===== src/rtl/reconfig_responder.sv =====
// reconfig_responder: stand-in configuration controller answering an internal-reconfiguration initiator.
module reconfig_responder #(
  parameter int unsigned LOAD_CYCLES = 64,
  parameter logic [3:0]  VALID_MASK  = 4'b0101
) (
  input  logic       clk,
  input  logic       rst,
  input  logic [1:0] cfg_CBSEL,
  input  logic       cfg_ENA,
  input  logic       cfg_CONFIG,
  output logic       cfg_ERROR,
  output logic       busy,
  output logic       load_done,
  output logic [1:0] active_image,
  output logic [7:0] load_count
);
  typedef enum logic [1:0] {IDLE, LOAD, DONE, ERR} state_t;
  localparam logic [15:0] LAST = 16'(LOAD_CYCLES - 1);
  state_t state_q, state_d;
  logic config_q, req_q, req_d;
  logic [1:0] sel_q, sel_d, active_q, active_d;
  logic [15:0] cnt_q, cnt_d;
  logic [7:0] count_q, count_d;
  always_ff @(posedge clk or posedge rst)
    if (rst) begin
      state_q  <= IDLE;
      config_q <= 1'b0;
      req_q    <= 1'b0;
      sel_q    <= 2'd0;
      active_q <= 2'd0;
      cnt_q    <= 16'd0;
      count_q  <= 8'd0;
    end else begin
      state_q  <= state_d;
      config_q <= cfg_CONFIG;
      req_q    <= req_d;
      sel_q    <= sel_d;
      active_q <= active_d;
      cnt_q    <= cnt_d;
      count_q  <= count_d;
    end
  always_comb begin
    state_d = state_q;
    case (state_q)
      IDLE: if (req_q) state_d = VALID_MASK[cfg_CBSEL] ? LOAD : ERR;
      LOAD: state_d = !cfg_ENA ? ERR : (cnt_q == LAST) ? DONE : LOAD;
      DONE: state_d = IDLE;
      ERR:  state_d = cfg_ENA ? ERR : IDLE;
    endcase
  end
  // the edge is registered first; the FSM acts on it one cycle later
  always_comb begin
    req_d    = cfg_CONFIG & ~config_q & cfg_ENA;
    sel_d    = (state_q == IDLE && state_d == LOAD) ? cfg_CBSEL : sel_q;
    cnt_d    = (state_q == LOAD) ? cnt_q + 16'd1 : 16'd0;
    active_d = (state_d == DONE) ? sel_q : active_q;
    count_d  = (state_d == DONE && count_q != 8'hFF) ? count_q + 8'd1 : count_q;
  end
  always_comb begin
    busy         = state_q == LOAD;
    load_done    = state_q == DONE;
    cfg_ERROR    = state_q == ERR;
    active_image = active_q;
    load_count   = count_q;
  end
endmodule


===== config.mk =====
export PLATFORM = sky130hd
export DESIGN_NAME = reconfig_responder
export DESIGN_NICKNAME = d
export VERILOG_FILES = /design/src/rtl/reconfig_responder.sv
export SDC_FILE = /design/constraint.sdc
export NUM_CORES = 1
export LEC_CHECK = 0
export CORE_ASPECT_RATIO = 2
export CORE_UTILIZATION = 30
export CTS_BUF_LIST = sky130_fd_sc_hd__clkbuf_4
export DETAILED_ROUTE_END_ITERATION = 6
export GPL_ROUTABILITY_DRIVEN = 0
export SETUP_SLACK_MARGIN = 0.2
export SYNTH_ARGS = -nofsm -noshare
export SYNTH_HDL_FRONTEND = slang
export SYNTH_SLANG_ARGS = --single-unit

===== constraint.sdc =====
create_clock -name clk -period 3.3 [get_ports clk]
set_input_delay 0.495 -clock clk [delete_from_list [all_inputs] [get_ports clk]]
set_output_delay 0.495 -clock clk [all_outputs]
set_load 0.05 [all_outputs]

==> results of run 1 <==
cell type report:
cell class / instances / area [um^2] / area share (%)
flip-flops and latches: 32 / 801 / 41.9
well taps: 58 / 72.6 / 3.80
clock buffers: 5 / 37.5 / 1.96
inverters: 5 / 18.8 / 0.982
repair buffers: 19 / 188 / 9.82
clock inverters: 3 / 37.5 / 1.96
multi-input cells: 107 / 756 / 39.6
through the flow:
stage          total power [uW]  setup slack, ns
2_1_floorplan               574             1.55
3_3_place_gp                630            0.967
3_5_place_dp                631            0.963
4_1_cts                     921            0.564
5_1_grt                     949            0.459
6_report                    905            0.594
per-layer routing:
metal | wire length [um] | GRT usage [%] | vias to the layer above | share of wire [%]
met5 | 0 | 0 | - | 0
met4 | 163 | 9.77 | 0 | 5.1
met3 | 76 | 2.04 | 13 | 2.4
met2 | 1810 | 22.7 | 27 | 56
met1 | 1160 | 13.4 | 564 | 36
li1 | - | - | 564 | -
cells in the final DEF, fill, tap and decap left out, types with 4 or more instances in the layout:
master / instances
nand3_1: 7
dfrtp_1: 32
nand2_1: 10
clkbuf_4: 5
clkdlybuf4s50_1: 18
mux2_2: 4
nor3_1: 7
xor2_1: 8
nand4_1: 8
inv_1: 5
xnor2_1: 9
nor2_1: 17
how the worst min path moves through the flow:
stage	slack (ns)	endpoint	start
floorplan	0.46	sel_q[0]$_DFFE_PP0P_	sel_q[0]$_DFFE_PP0P_
global placement	0.49	sel_q[0]$_DFFE_PP0P_	sel_q[0]$_DFFE_PP0P_
detailed placement	0.48	sel_q[0]$_DFFE_PP0P_	sel_q[0]$_DFFE_PP0P_
CTS	0.51	cnt_q[0]$_DFF_PP0_	cnt_q[0]$_DFF_PP0_
global route	0.52	sel_q[0]$_DFFE_PP0P_	sel_q[0]$_DFFE_PP0P_
finish	0.51	cnt_q[0]$_DFF_PP0_	cnt_q[0]$_DFF_PP0_
flip-flops by register name, summed over array words and instances (netlist names):
| register | count |
|---|---|
| config_q | 1 |
| active_image | 2 |
| state_q | 2 |
| req_q | 1 |
| cnt_q | 16 |
| sel_q | 2 |
| load_count | 8 |
power by group through the flow:
stage               combinational [uW]  sequential [uW]  clock (uW)
finish                             178              444         283
global route                       195              449         306
CTS                                181              444         296
detailed placement                 179              452           0
global placement                   179              450           0
floorplan                          128              446           0
kinds of logic after synthesis:
kind of cell,after synthesis,synth area share [%]
xor+xnor,17,9.34
flops,32,50.2
fa+ha+maj,2,1.57
mux,7,4.94
simple gates,73,28.3
compound gates,8,3.22
buf+inv,8,2.36
Yosys cell counts:
master,n
nand2_1,10
and3_1,3
a31oi_1,1
and4_2,1
a21oi_1,1
mux2_2,4
clkbuf_1,2
xnor2_1,9
nor3_2,1
inv_1,5
and3b_1,1
ha_1,2
nor4_4,2
o2111ai_1,1
xor2_1,8
nor2_1,17
nor3_1,7
nand2b_1,2
mux2_1,3
nor4_1,3
nand4_4,1
and4_1,1
nand4_1,8
and4bb_2,1
nor2b_1,2
buf_6,1
nand3_1,7
a21o_1,1
dfrtp_1,32
o21ai_0,3
a211o_1,1
nand3b_1,1
nor4b_1,1
nor4_2,2
and2_1,2
==> results.py, run 1 <==
metrics = {
    "status": {
        "status": "finished clean",
    },
    "clock_network": {
        "root_buffer": "clkbuf_4",
        "cts_sinks": 32,
        "clk_latency_ns": 0.32,
        "cts_buffer_depth": 2,
        "numCtsBuffers": 5,
        "path_clk_slew_ns": 0.10,
        "post_cts_resized": 0,
        "hold_buffers": 0,
        "cts_tree": "yes",
        "cts_setup_buffers": 0,
        "htreeDepth": 2,
    },
    "timing": {
        "setup_violations": 0,
        "hold_slack_ns": 0.506,
        "final.setup.tns_ns": 0,
        "slew_viol_final": 0,
        "relSlewSlack_pct": 61.1,
        "worst_pin_slew_ns": 0.584,
        "rsz0062_at_grt": "false",
        "hold_violations": 0,
        "fin_crit_sh_pct": 82.0,
        "max_freq_mhz": 370,
        "fin_crit_ns": 2.71,
        "finClkSkew_ns": 0.00711,
    },
    "logic_synthesis": {
        "synth.area.top_cells": "dfrtp_1, xnor2_1, xor2_1",
        "syn_nets": 155,
        "ys.warnings.count": 0,
        "yosysTopAreaCellShare_pct": 50.2,
        "ys_types": 35,
        "netlist_area_um2": 1590,
        "synthCells": 147,
        "ys_ff_latch": 32,
        "synth_area_leader_cell": "dfrtp_1",
        "syn_area_per_cell_um2": 10.8,
        "ys_seq_area_share_pct": 50.2,
    },
    "worst_setup_path": {
        "rr_endpoint": "active_image[1]$_DFFE_PP0N_",
        "required_ns": 2.80,
        "crit_end": "busy",
        "rr_worst_depth": 5,
        "path_class": "flip-flop to output pin",
        "start_kind": "flip-flop",
        "cp_num_buf_inv": 2,
        "crit_path_max_incr_delay_ns": 0.82,
        "r2r_start": "cnt_q[0]$_DFF_PP0_",
        "path_cells": "nand2b_1, inv_1, clkdlybuf4s50_1",
        "critPathMaxFanout": 16,
        "critPathLaunch": "state_q[1]$_DFF_PP0_",
        "end_kind": "output pin",
        "cp.arrival_ns": 2.21,
        "cp_slowest_cell": "clkdlybuf4s50_1",
        "worst-path-stages": 3,
        "path_delay_family": "buffers and inverters",
        "regToRegSetupSlack_ns": 1.28,
    },
    "power": {
        "p_per_area_nw_per_um2": 474,
        "p_sw_share_pct": 30.4,
        "p_switching_uw": 275,
        "pwr-share-comb_pct": 19.6,
        "intPower_uw": 630,
        "pwr-share-clk_pct": 31.3,
        "pwr-share-seq_pct": 49.1,
        "p_leak_uw": 0.000795,
        "vdd_drop_max_mv": 0.471,
    },
    "detailed_routing": {
        "vias": 1168,
        "drt-initial-drc-count": 14,
        "drtAntennaViolNets": 0,
        "drt-total-wl_um": 3210,
        "drc_errors": 0,
        "drtPass1Iterations": 4,
        "via_per_inst": 5.10,
        "wire_per_inst_um": 14.0,
    },
    "final_layout": {
        "finish.instance_area_um2": 1910,
        "area_growth_syn_to_layout_pct": 19.9,
        "fin_cells": 229,
        "final_core_util_pct": 37.2,
        "diodes": 0,
        "layout.nets": 178,
        "drive_gt1_share_pct": 11.1,
        "n_fill_cell": 512,
    },
    "min_path": {
        "hold_depth": 1,
        "min_path_type": "flip-flop to flip-flop",
    },
    "global_route": {
        "grt_first_pass_wirelength_um": 5330,
        "antenna_found_initial": 0,
        "grt_pass1_vias": 1160,
        "grt_max_degree": 33,
        "grt_overflow": 0,
        "gr-usage-all-layers_pct": 13.2,
    },
    "floorplan": {
        "die_w_um": 53.5,
        "io-pin-count": 19,
        "dieArea_um2": 5630,
        "start_util_pct": 31.0,
        "coreArea_um2": 5140,
        "rows": 37,
        "die_h_um": 105,
    },
    "placed_design": {
        "port_buffers": 18,
        "dp_cells": 221,
        "place_area_um2": 1840,
        "dp_hpwl_um": 2430,
    },
    "run": {
        "cap_violations": 0,
    },
}
Note: power is estimated with default switching activity, not from simulation.
==> run 2: changes to the inputs <==
==> constraint.sdc (replaced) <==
create_clock -name clk -period 2.8 [get_ports clk]
set_input_delay 0.42 -clock clk [delete_from_list [all_inputs] [get_ports clk]]
set_output_delay 0.42 -clock clk [all_outputs]
set_load 0.05 [all_outputs]
==> run 2 against run 1 <==
Net effect: global-route usage is 0.48 points higher; critical path depth unchanged; sequential power rose by 18%; power increased by 22%; cell area up 0.65%; sequential cell count stayed put; die area stayed put; largest cell class unchanged.
==> results.py, run 2 (synthesis results as in run 1) <==
metrics = {
    "run": {
        "cap_violations": 0,
    },
    "floorplan": {
        "die_h_um": 105,
        "coreArea_um2": 5140,
        "die_w_um": 53.5,
        "dieArea_um2": 5630,
        "rows": 37,
        "start_util_pct": 31.0,
        "io-pin-count": 19,
    },
    "power": {
        "p_leak_uw": 0.000805,
        "vdd_drop_max_mv": 0.402,
        "p_per_area_nw_per_um2": 574,
    },
    "global_route": {
        "grt_max_degree": 33,
        "grt_pass1_vias": 1221,
        "grt_first_pass_wirelength_um": 5460,
        "gr-usage-all-layers_pct": 13.7,
        "antenna_found_initial": 0,
        "grt_overflow": 0,
    },
    "worst_setup_path": {
        "r2r_start": "cnt_q[0]$_DFF_PP0_",
        "required_ns": 2.38,
        "regToRegSetupSlack_ns": 0.84,
        "rr_endpoint": "load_count[7]$_DFFE_PP0P_",
        "path_class": "flip-flop to output pin",
        "critPathLaunch": "state_q[1]$_DFF_PP0_",
        "end_kind": "output pin",
        "start_kind": "flip-flop",
        "critPathMaxFanout": 6,
        "cp.arrival_ns": 1.86,
        "rr_worst_depth": 5,
        "crit_end": "busy",
    },
    "detailed_routing": {
        "drt-total-wl_um": 3180,
        "wire_per_inst_um": 13.8,
        "drt-initial-drc-count": 13,
        "drtAntennaViolNets": 0,
        "drc_errors": 0,
        "vias": 1169,
        "via_per_inst": 5.08,
        "drtPass1Iterations": 4,
    },
    "timing": {
        "worst_pin_slew_ns": 0.507,
        "fin_crit_sh_pct": 81.6,
        "max_freq_mhz": 438,
        "rsz0062_at_grt": "false",
        "finClkSkew_ns": 0.0106,
        "hold_violations": 0,
        "setup_violations": 0,
        "fin_crit_ns": 2.28,
        "relSlewSlack_pct": 66.1,
        "slew_viol_final": 0,
        "final.setup.tns_ns": 0,
    },
    "final_layout": {
        "max_flop_register": "cnt_q",
        "register_area_um2": 801,
        "largest_register_ffs": 16,
        "multi_input_area_um2": 756,
        "diodes": 0,
        "final_common_cell": "dfrtp_1",
        "layout.nets": 179,
        "drive_gt1_share_pct": 12.8,
        "final_cell_mix": "dfrtp_1, clkdlybuf4s50_1, nor2_1, nand2_1, xnor2_1",
        "n_fill_cell": 509,
        "area_growth_syn_to_layout_pct": 20.6,
        "final_core_util_pct": 37.4,
    },
    "clock_network": {
        "post_cts_resized": 0,
        "htreeDepth": 2,
        "cts_tree": "yes",
        "cts_setup_buffers": 0,
        "cts_sinks": 32,
        "clk_latency_ns": 0.34,
        "numCtsBuffers": 5,
        "cts_buffer_depth": 2,
        "path_clk_slew_ns": 0.10,
        "root_buffer": "clkbuf_4",
        "hold_buffers": 0,
    },
    "status": {
        "status": "finished clean",
    },
    "min_path": {
        "min_path_type": "primary input to asynchronous set/reset pin",
    },
    "placed_design": {
        "port_buffers": 18,
        "dp_hpwl_um": 2370,
    },
}
==> run 2: cell count changes in the layout (fill, tap and decap cells not counted), sizes merged <==
cell	previous run	this run
clkinv	2	1
clkbuf	5	6
buf	1	2
==> run 2: layout make-up <==
class	instances	share of cell area, %
flip-flops and latches	32	41.6
multi-input cells	107	39.3
repair buffers	20	10.1
well taps	58	3.77
clock buffers	6	2.34
clock inverters	2	1.82
inverters	5	0.976
==> run 2: worst min-delay path by stage <==
stage	endpoint	slack, ns
2_1_floorplan	config_q$_DFF_PP0_	0.45
4_1_cts	load_count[6]$_DFFE_PP0P_	0.46
3_3_place_gp	active_image[1]$_DFFE_PP0N_	0.49
3_5_place_dp	sel_q[0]$_DFFE_PP0P_	0.50
6_report	load_count[6]$_DFFE_PP0P_	0.45
5_1_grt	load_count[6]$_DFFE_PP0P_	0.49
==> run 2: worst max-delay path: stages, from the launching register on <==
cell and delay (ns):
dfrtp_1 0.43, nand2b_1 0.17, inv_1 0.11, clkdlybuf4s50_1 0.82
==> run 2: per-stage QoR <==
step / instances / setup slack (ns) / hold slack (ns) / instance area (um^2) / power, uW
after global placement: 222 / 0.777 / 0.488 / 1840 / 755
after global routing: 230 / 0.420 / 0.494 / 1920 / 1160
final: 230 / 0.515 / 0.452 / 1920 / 1100
after CTS: 230 / 0.498 / 0.463 / 1920 / 1120
after floorplan: 147 / 1.05 / 0.451 / 1590 / 676
after detailed placement: 222 / 0.742 / 0.498 / 1840 / 755
==> run 2: metal layers <==
metal	global-route usage (%)	share of wire [%]	vias to the layer above
met5	0	0	-
met4	9.21	3.6	0
met3	3.20	2.9	8
met2	24.1	57	22
met1	13.0	37	569
li1	-	-	570
==> run 2: power by group <==
part | switching (uW) | internal (uW)
clock | 166 | 197
sequential | 34.2 | 492
combinational | 140 | 75.1
